<file path="src/rtl/ks_add_4b.sv">
// ---------------------------------------------------------------------------
// ks_add_4b
// Registered 4-bit Kogge-Stone parallel-prefix adder with carry-in and
// carry-out.  The prefix tree is built only from AND, XOR and inverter
// functions; OR is formed as an inverted AND of inverted inputs.
//
// Ports:
//   clk            rising-edge clock
//   rst_n          asynchronous active-low reset, clears the sum register
//   k0..k3         operand A, k0 = LSB
//   t0..t3         operand B, t0 = LSB
//   cin            carry-in, weight 2^0
//   s0..s3         registered sum bits 0..3
//   s4             registered carry-out, weight 2^4
//
// Result S = {s4,s3,s2,s1,s0} = A + B + cin appears one clock after the
// operands are sampled.  The outputs come straight from flops.
// ---------------------------------------------------------------------------
module ks_add_4b (
  input  logic clk,
  input  logic rst_n,
  input  logic k0,
  input  logic k1,
  input  logic k2,
  input  logic k3,
  input  logic t0,
  input  logic t1,
  input  logic t2,
  input  logic t3,
  input  logic cin,
  output logic s0,
  output logic s1,
  output logic s2,
  output logic s3,
  output logic s4
);

  // OR built from the available cells: a | b == ~(~a & ~b).
  function automatic logic or2(input logic a, input logic b);
    return ~((~a) & (~b));
  endfunction

  // Prefix combine of a (G,P) pair with the lower group's generate.
  function automatic logic gen_comb(input logic g_hi, input logic p_hi,
                                    input logic g_lo);
    return or2(g_hi, p_hi & g_lo);
  endfunction

  // Pre-processing: bitwise generate and propagate.
  logic g0, g1, g2, g3;
  logic p0, p1, p2, p3;

  assign g0 = k0 & t0;
  assign g1 = k1 & t1;
  assign g2 = k2 & t2;
  assign g3 = k3 & t3;

  assign p0 = k0 ^ t0;
  assign p1 = k1 ^ t1;
  assign p2 = k2 ^ t2;
  assign p3 = k3 ^ t3;

  // cin sits at position -1 as a generate.  Bit 0 is the only position
  // that can see it within span 1, so it is combined into bit 0 up front;
  // that keeps the tree at two levels over positions 0..3 while every
  // group generate still reaches down to position -1.
  logic g0c;
  assign g0c = gen_comb(g0, p0, cin);

  // Prefix level 1 (span 1).
  logic gl1_0, gl1_1, gl1_2, gl1_3;
  logic pl1_1, pl1_2, pl1_3;

  assign gl1_0 = g0c;
  assign gl1_1 = gen_comb(g1, p1, g0c);
  assign gl1_2 = gen_comb(g2, p2, g1);
  assign gl1_3 = gen_comb(g3, p3, g2);

  assign pl1_1 = p1 & p0;
  assign pl1_2 = p2 & p1;
  assign pl1_3 = p3 & p2;

  // Prefix level 2 (span 2).  Positions 0 and 1 are already complete
  // after level 1; positions 2 and 3 pick up the lower pair.
  logic c0, c1, c2, c3;

  assign c0 = gl1_0;
  assign c1 = gl1_1;
  assign c2 = gen_comb(gl1_2, pl1_2, gl1_0);
  assign c3 = gen_comb(gl1_3, pl1_3, gl1_1);

  // Post-processing: sum bits from propagate and the carry below.
  logic [4:0] sum_d;

  assign sum_d[0] = p0 ^ cin;
  assign sum_d[1] = p1 ^ c0;
  assign sum_d[2] = p2 ^ c1;
  assign sum_d[3] = p3 ^ c2;
  assign sum_d[4] = c3;

  // Output register bank: all five result bits are captured together.
  // Reset clears it immediately so no stale sum survives a reset pulse.
  logic [4:0] sum_q;

  always_ff @(posedge clk or negedge rst_n) begin
    if (!rst_n) begin
      sum_q <= 5'b00000;
    end else begin
      sum_q <= sum_d;
    end
  end

  assign s0 = sum_q[0];
  assign s1 = sum_q[1];
  assign s2 = sum_q[2];
  assign s3 = sum_q[3];
  assign s4 = sum_q[4];

endmodule

</file>
<file path="config.mk">
export PLATFORM = sky130hd
export DESIGN_NAME = ks_add_4b
export DESIGN_NICKNAME = d
export VERILOG_FILES = /design/src/rtl/ks_add_4b.sv
export SDC_FILE = /design/constraint.sdc
export NUM_CORES = 1
export LEC_CHECK = 0
export CAP_MARGIN = 20
export CELL_PAD_IN_SITES_DETAIL_PLACEMENT = 1
export CELL_PAD_IN_SITES_GLOBAL_PLACEMENT = 2
export CORE_AREA = 5 5 44 46
export DETAILED_ROUTE_END_ITERATION = 7
export DIE_AREA = 0 0 49 51
export GPL_TIMING_DRIVEN = 1
export PLACE_DENSITY = 0.78
export SLEW_MARGIN = 5
export SYNTH_ARGS = -nofsm -noshare
export SYNTH_HDL_FRONTEND = slang
export SYNTH_SLANG_ARGS = --single-unit
</file>
<file path="constraint.sdc">
create_clock -name clk -period 0.8 [get_ports clk]
set_input_delay 0.08 -clock clk [delete_from_list [all_inputs] [get_ports clk]]
set_output_delay 0.08 -clock clk [all_outputs]
set_load 0.03 [all_outputs]
</file>
Word-level counts from Yosys, hierarchy flattened
Cells that the tools add are included.
{"block": "totals", "register_bits": 5, "inputBits": 11, "output_inout_bits": 5, "wordCells": 41}
{"block": "op_classes", "bitwise": 40}
{"op": "$and A1 B1 Y1", "count": 18}
{"op": "$not A1 Y1", "count": 14}
{"op": "$xor A1 B1 Y1", "count": 8}

Logic depth before layout (Yosys ltp)
Gate-level depths: netlist of run 1.
{"block": "logic_depth", "ltp_word": 13, "ltp_mapped": 6, "ltp_nobuf": 6}

Least setup slack after synthesis of run 1
OpenSTA, ideal clock, no wires.
{"block": "synth_path", "path_kind": "input to register", "from": "in k0", "to": "reg sum_q[4]", "setup_time_ps": 122, "arrival_ps": 991, "required_time_ps": 678, "path_slack_ps": -312, "path_stages": 6, "path_buffers": 0, "cell_sequence": "fa_1 > inv_1 > fa_1 > nor2b_1 > o21ai_0 > nand2b_1"}
{"block": "synth_between", "elab_chain_len": 13, "word_cells_on_any_way": 15, "cone_classes": "15 x bitwise"}
{"element": "start, declared", "line": "22", "text": "input logic k0,"}
{"element": "$xor A1 B1 Y1", "line": "58", "text": "assign p0 = k0 ^ t0;"}
{"element": "$and A1 B1 Y1", "line": "46", "text": "return or2(g_hi, p_hi & g_lo);"}
{"element": "$not A1 Y1", "line": "40", "text": "return ~((~a) & (~b));"}
{"element": "$and A1 B1 Y1 (*)", "line": "40"}
{"element": "$not A1 Y1 (*)", "line": "40"}
{"element": "$and A1 B1 Y1 (*)", "line": "46"}
{"element": "$not A1 Y1 (*)", "line": "40"}
{"element": "$and A1 B1 Y1 (*)", "line": "40"}
{"element": "$not A1 Y1 (*)", "line": "40"}
{"element": "$and A1 B1 Y1 (*)", "line": "46"}
{"element": "$not A1 Y1 (*)", "line": "40"}
{"element": "$and A1 B1 Y1 (*)", "line": "40"}
{"element": "$not A1 Y1 (*)", "line": "40"}
{"element": "via c3", "line": "85", "text": "logic c0, c1, c2, c3;"}
{"element": "end signal, assigned", "line": "109", "text": "sum_q <= sum_d;"}
{"element": "end, declared", "line": "103", "text": "logic [4:0] sum_q;"}
Mark *: on every way through the listed nets, which the timed path passes. The rest lies on a longest branch.

Worst setup path after layout of run 1
Ends and elaborated chain as after synthesis.

==> results of run 1 <==
worst max-delay path by stage:
stage,endpoint,slack [ns],cells after the start
after floorplan,sum_q[1],-0.25,4
after global placement,sum_q[4],-0.79,7
after CTS,sum_q[4],-0.14,7
after global routing,sum_q[4],-0.19,7
final,sum_q[4],-0.12,7
after detailed placement,sum_q[4],-0.78,7
critical path, cell delays in order:
cell      delay, ns
buf_6          0.10
fa_2           0.38
inv_2          0.06
fa_2           0.20
nor2b_1        0.05
o21ai_1        0.12
nand2b_1       0.06
logic make-up (layout without fill, tap and decap cells):
| kind of cell | after synthesis | after routing | share of synthesized area [%] |
|---|---|---|---|
| xor+xnor | 2 | 2 | 6.513 |
| compound gates | 3 | 3 | 7.907 |
| fa+ha+maj | 5 | 5 | 28.84 |
| buf+inv | 4 | 25 | 5.580 |
| simple gates | 2 | 2 | 4.654 |
| flops | 5 | 5 | 46.51 |
power groups by stage:
stage               clock network, mW  registers, mW  logic, mW
floorplan                           0          0.402     0.0802
global placement                    0          0.310      0.320
detailed placement                  0          0.313      0.324
CTS                             0.304          0.318      0.348
global route                    0.308          0.320      0.385
finish                          0.286          0.316      0.358
metal layers:
| metal | GRT usage, % | up-vias |
|---|---|---|
| met2 | 8.478 | 13 |
| met1 | 4.813 | 97 |
| met3 | 2.326 | 0 |
| li1 | - | 106 |
| met4 | 5.381 | 0 |
| met5 | 0 | - |
repair_timing:
| action | 4_1_cts | 5_1_grt |
|---|---|---|
| pin swaps | 4 | 1 |
| setup endpoints to repair | 10 | 9 |
| setup buffers | 0 | 1 |
| gates resized for setup | 27 | 1 |
synth_stat cells:
cell,instances
nor2b_1,1
fa_1,2
xnor2_1,2
ha_1,3
a21o_1,1
o21ai_0,1
dfrtp_1,5
nand2b_1,1
a21oi_2,1
inv_1,4
area by class of cell:
type	instances	area (um2)	share of cell area (%)
well taps	16	20.02	4.000
repair buffers	17	160.2	32.00
inverters	4	15.01	3.000
flip-flops and latches	5	125.1	25.00
clock buffers	4	26.28	5.250
multi-input cells	12	153.9	30.75
per-stage QoR:
stage               instances  power (mW)  hold WS (ns)
CTS                        57      0.9705       0.05605
finish                     58      0.9602       0.05656
global placement           53      0.6300        0.3107
detailed placement         53      0.6372        0.3146
global route               58       1.013       0.08084
floorplan                  21      0.4821       -0.2156
==> impl_metrics.csv, run 1 <==
group,metric,value,unit
status,status,"complete, but fails checks",
status,violations,"negative setup slack",
synthesis,synth_area_leader_cell,"dfrtp_1",
timing,setup_viol,9,
cells_and_area,syn_to_final_growth,86.05,%
worst_setup_path,cp.required,0.92,ns
global_route,grt_max_degree,6,
cts,ctsHoldBuffers,0,
cts,htreeDepth,1,
route,viasPerCell,3.724,
floorplan,fp-row-count,14,
power,swShare,30.29,%
cells_and_area,finish.utilization,34.01,%
route,drtPass1Iterations,2,
timing,finalHoldViolations,0,
cells_and_area,largest_register_ffs,5,
worst_setup_path,critPathLaunchType,"input pin",
placed_design,io_buffers,15,
global_route,grt_pass1_vias,253,
cells_and_area,diodes,0,
synthesis,syn_area,269.0,um2
synthesis,synth_seq_cells,5,
timing,fin_crit,0.9235,ns
route,topRoutingLayerUsed,"met3",
synthesis,synth_cells,21,
global_route,grt_pass1_wl,979,um
global_route,track_usage,5.257,%
global_route,gr-total-overflow,0,
worst_setup_path,startpoint,"k0",
cells_and_area,final_area,500.5,um2
placed_design,placement.setup.worst_slack,-0.7832,ns
timing,fin_crit_sh,115.4,%
route,wl_per_cell,9.793,um
worst_setup_path,critical_path.max_fanout,2,
timing,slew_headroom,85.63,%
power,seq_power_share,33.0,%
power,leakagePower,0.2396,nW
hold_path,hold_class,"input pin to async pin",
route,drt-met1-wl,209,um
route,initialDrtViolationCount,1,
timing,rsz0062_at_grt,"true",
cells_and_area,top_register,"sum_q",
placed_design,routabilityCongestion,0.6539,
cells_and_area,nFillCells,171,
cts,cts.sinks,5,
floorplan,initial_utilization,18.28,%
power,vdd_drop_max,0.3841,mV
cts,clk_pin_slew,0.04,ns
cts,cts_max_path_buffers,2,
floorplan,die_w,49,um
timing,fmax,1.083,GHz
route,ant_nets,0,
route,wl_met3,71,um
route,drc_errors,0,
worst_setup_path,cp.arrival,1.05,ns
synthesis,synth_cell_types,10,
route,routed_wl,568,um
global_route,antenna_found_initial,0,
power,p_int,669.4,uW
cells_and_area,drive_gt1_share,50.00,%
cells_and_area,reg_top3,"sum_q: 5 flops",
cells_and_area,layout_commonest_cell,"buf_6",
cts,cts_tree,"done",
cts,cts_inserted_buffers,3,
floorplan,die-area,2499,um2
synthesis,synth-warning-count,0,
synthesis,ys_seq_area_share,46.51,%
power,power_switching,290.8,uW
route,vias,216,
timing,slew_violations,0,
synthesis,syn-num-nets,37,
power,p_comb_share,37.3,%
placed_design,dpl.hpwl,495.9,um
cts,root_buffer,"clkbuf_4",
timing,post-route-worst-setup-slack,-0.1235,ns
worst_setup_path,cp-end-kind,"flop",
worst_setup_path,crit_type,"input pin to flop",
timing,setup_tns,-0.4680,ns
flow_run,drv_cap,0,
power,clkPwrFrac,29.7,%
cells_and_area,layout_common_cells,"6 x buf_6, 5 x dfrtp_1, 3 x inv_2, 3 x clkbuf_4, 3 x clkdlybuf4s50_1",
timing,worst_slew_pin_slew,0.2149,ns
cells_and_area,nets,59,
synthesis,synth.area.top_cells,"dfrtp_1 47%, fa_1 15%, ha_1 14%, xnor2_1 6.5%, inv_1 5.6%",
power,power.density,1919,nW/um2
placed_design,placed_area,439.2,um2
synthesis,avgSynthCellArea,12.81,um2
floorplan,coreArea,1471,um2
floorplan,io_pins,16,
synthesis,synth_top_area_share,46.51,%
route,wl_met2,287,um
floorplan,die_h,51,um
Power figures use the tool's default switching activity.
==> run 2, diff against run 1 <==
- CAP_MARGIN: 20 -> unset
==> results of run 2 <==
The final DEF is identical to that of run 1; final timing and power are the same.
==> run 3, diff against run 2 <==
- ABC_AREA: unset -> 1
- CELL_PAD_IN_SITES_DETAIL_PLACEMENT: 1 -> unset
- CELL_PAD_IN_SITES_GLOBAL_PLACEMENT: 2 -> unset
- CORE_AREA: 5 5 44 46 -> 5 5 42 44
- DIE_AREA: 0 0 49 51 -> 0 0 47 49
- PLACE_DENSITY: 0.78 -> 0.59
==> run 3 against run 2 <==
The flow still finishes with violations (negative setup slack). Cell count rose by 8.6%. Wire length fell by 2.1%. Global-route usage rose by 0.49 points. Fmax fell by 0.33%. Critical endpoint is now sum_q[1]. Highest routed layer unchanged.
==> impl_metrics.csv, run 3 <==
group,metric,value,unit
global_route,grt_pass1_wl,966,um
floorplan,fp-row-count,14,
worst_setup_path,cp-end-kind,"flop",
route,vias,240,
synthesis,synthMostInstantiatedCell,"inv_1",
cells_and_area,nFillCells,152,
worst_setup_path,critPathLaunchType,"input pin",
synthesis,synth-async-reset-ratio,100.0,%
timing,finalHoldViolations,0,
route,routed_wl,556,um
timing,fmax,1.079,GHz
floorplan,coreArea,1401,um2
cells_and_area,largest_register_ffs,5,
cells_and_area,syn_to_final_growth,94.55,%
synthesis,synth_cells,26,
global_route,track_usage,5.745,%
timing,slew_violations,0,
timing,worst_slew_pin_slew,0.2170,ns
power,power.density,1773,nW/um2
cells_and_area,diodes,0,
synthesis,synth-warning-count,0,
cells_and_area,nets,64,
cells_and_area,drive_gt1_share,48.94,%
cts,cts.sinks,5,
worst_setup_path,cp.arrival,1.10,ns
global_route,grt_max_degree,6,
worst_setup_path,crit_type,"input pin to flop",
synthesis,synth.area.top_cells,"dfrtp_1 45%, fa_1 15%, ha_1 14%, inv_1 8.2%, nand2_1 5.5%",
floorplan,initial_utilization,19.64,%
global_route,antenna_found_initial,0,
cells_and_area,layout_common_cells,"7 x buf_6, 5 x dlygate4sd2_1, 5 x dfrtp_1",
worst_setup_path,critical_path.max_fanout,2,
worst_setup_path,path_delay_family,"adder cells",
synthesis,synth_area_leader_cell,"dfrtp_1",
flow_run,drv_cap,0,
synthesis,synthFlopType,"dfrtp_1",
power,p_comb_share,38.3,%
timing,slew_headroom,85.49,%
synthesis,synth_edf_count,0,
route,initialDrtViolationCount,0,
floorplan,die_h,49,um
worst_setup_path,cp.required,0.97,ns
timing,setup_viol,7,
synthesis,synth_seq_cells,5,
floorplan,die_w,47,um
synthesis,synth_cell_types,10,
timing,fin_crit,0.9266,ns
route,ant_nets,0,
route,wl_per_cell,8.825,um
worst_setup_path,slowest_delay,0.43,ns
placed_design,dpl.hpwl,452.6,um
floorplan,die-area,2303,um2
worst_setup_path,critPathBufInv,3,
cts,htreeDepth,1,
cells_and_area,multi_input_area,178.9,um2
timing,rsz0062_at_grt,"true",
cells_and_area,finish.utilization,38.21,%
synthesis,ys_seq_area_share,45.45,%
power,swShare,30.11,%
cts,ctsHoldBuffers,0,
power,clkPwrFrac,28.8,%
placed_design,io_buffers,15,
cts,post_cts_buffers,0,
timing,post-route-worst-setup-slack,-0.1266,ns
route,drtPass1Iterations,1,
hold_path,hold_class,"input pin to async pin",
global_route,gr-total-overflow,0,
power,leakagePower,0.2513,nW
power,vdd_drop_max,0.4936,mV
worst_setup_path,cp_cell_sequence,"buf_6 > fa_2 > inv_2 > fa_2 > inv_2",
route,viasPerCell,3.810,
cells_and_area,reg_top3,"sum_q: 5 flops",
power,power_switching,285.8,uW
cts,cts_inserted_buffers,3,
power,p_int,663.6,uW
cells_and_area,final-seq-area,125.1,um2
status,violations,"negative setup slack",
worst_setup_path,cpMaxStageDelayCell,"fa_2",
status,status,"complete, but fails checks",
cts,root_buffer,"clkbuf_4",
cts,clk_pin_slew,0.04,ns
cts,cts_tree,"done",
synthesis,syn_area,275.3,um2
placed_design,routabilityCongestion,0.7130,
synthesis,synth_top_area_share,45.45,%
synthesis,avgSynthCellArea,10.59,um2
floorplan,io_pins,16,
cells_and_area,top_register,"sum_q",
cts,cts_max_path_buffers,2,
synthesis,synth_top_cells_by_count,"6 x inv_1, 5 x dfrtp_1, 4 x nand2_1",
timing,fin_crit_sh,115.8,%
global_route,grt_pass1_vias,262,
cells_and_area,layout_commonest_cell,"buf_6",
route,drc_errors,0,
power,seq_power_share,32.9,%
synthesis,syn-num-nets,42,
timing,whs,0.06483,ns
-- run 3: cell type report --
class	instances	area share, %
tap	16	3.738
clock buffer	4	4.907
sequential	5	23.36
inverter	6	4.206
multi-input combinational	15	33.41
timing repair buffer	17	30.37
-- run 3: how the worst max path moves through the flow --
| stage | slack, ns | start | to | cells past startpoint |
|---|---|---|---|---|
| final | -0.13 | k0 | sum_q[1] | 5 |
| after detailed placement | -0.72 | k0 | sum_q[1] | 5 |
| after global placement | -0.70 | k0 | sum_q[2] | 5 |
| after floorplan | -0.22 | k0 | sum_q[1] | 4 |
| after global routing | -0.15 | k0 | sum_q[1] | 5 |
| after CTS | -0.12 | cin | sum_q[1] | 5 |
-- run 3: layer usage --
metal  GRT usage (%)  vias to the layer above  part of all wire [%]
met2           7.919                       13                    46
met4           3.687                        0                     0
met1           6.966                      103                    38
met3           2.583                        0                    16
li1                -                      124                     -
met5               0                        -                     0
-- run 3: logic make-up (layout without fill, tap and decap cells) --
family,Yosys count,count (layout),synth area share (%)
AND/OR/NAND/NOR,7,7,11.36
flip-flops,5,5,45.45
AO/OA/AOI/OAI,2,2,3.633
buffers and inverters,6,27,8.181
adder cells (fa/ha/maj),5,5,28.18
XOR/XNOR,1,1,3.182
-- run 3: metrics by stage --
step                      TNS (ns)  power [mW]  std cells  cell area, um2  setup WS, ns
after floorplan            -0.4655      0.4717         26           277.8       -0.2153
after global placement      -3.058      0.6151         59           450.4       -0.6994
after detailed placement    -3.121      0.6205         59           450.4       -0.7156
after CTS                  -0.2740      0.9637         63           528.0       -0.1161
after global routing       -0.4501       1.011         63           535.5       -0.1494
final                      -0.1885      0.9494         63           535.5       -0.1266
-- run 3: timing repair --
item / 4_1_cts / 5_1_grt
pin swaps: 3 / 3
hold endpoints to repair: 0 / 0
gates resized for setup: 31 / 3
endpoints found under the setup margin: 10 / 9
-- run 3: power by group through the flow --
stage | logic, mW | registers, mW | clock network, mW
after floorplan | 0.0770 | 0.395 | 0
after global placement | 0.308 | 0.307 | 0
after detailed placement | 0.313 | 0.308 | 0
after CTS | 0.358 | 0.313 | 0.293
after global routing | 0.393 | 0.316 | 0.302
final | 0.364 | 0.312 | 0.274
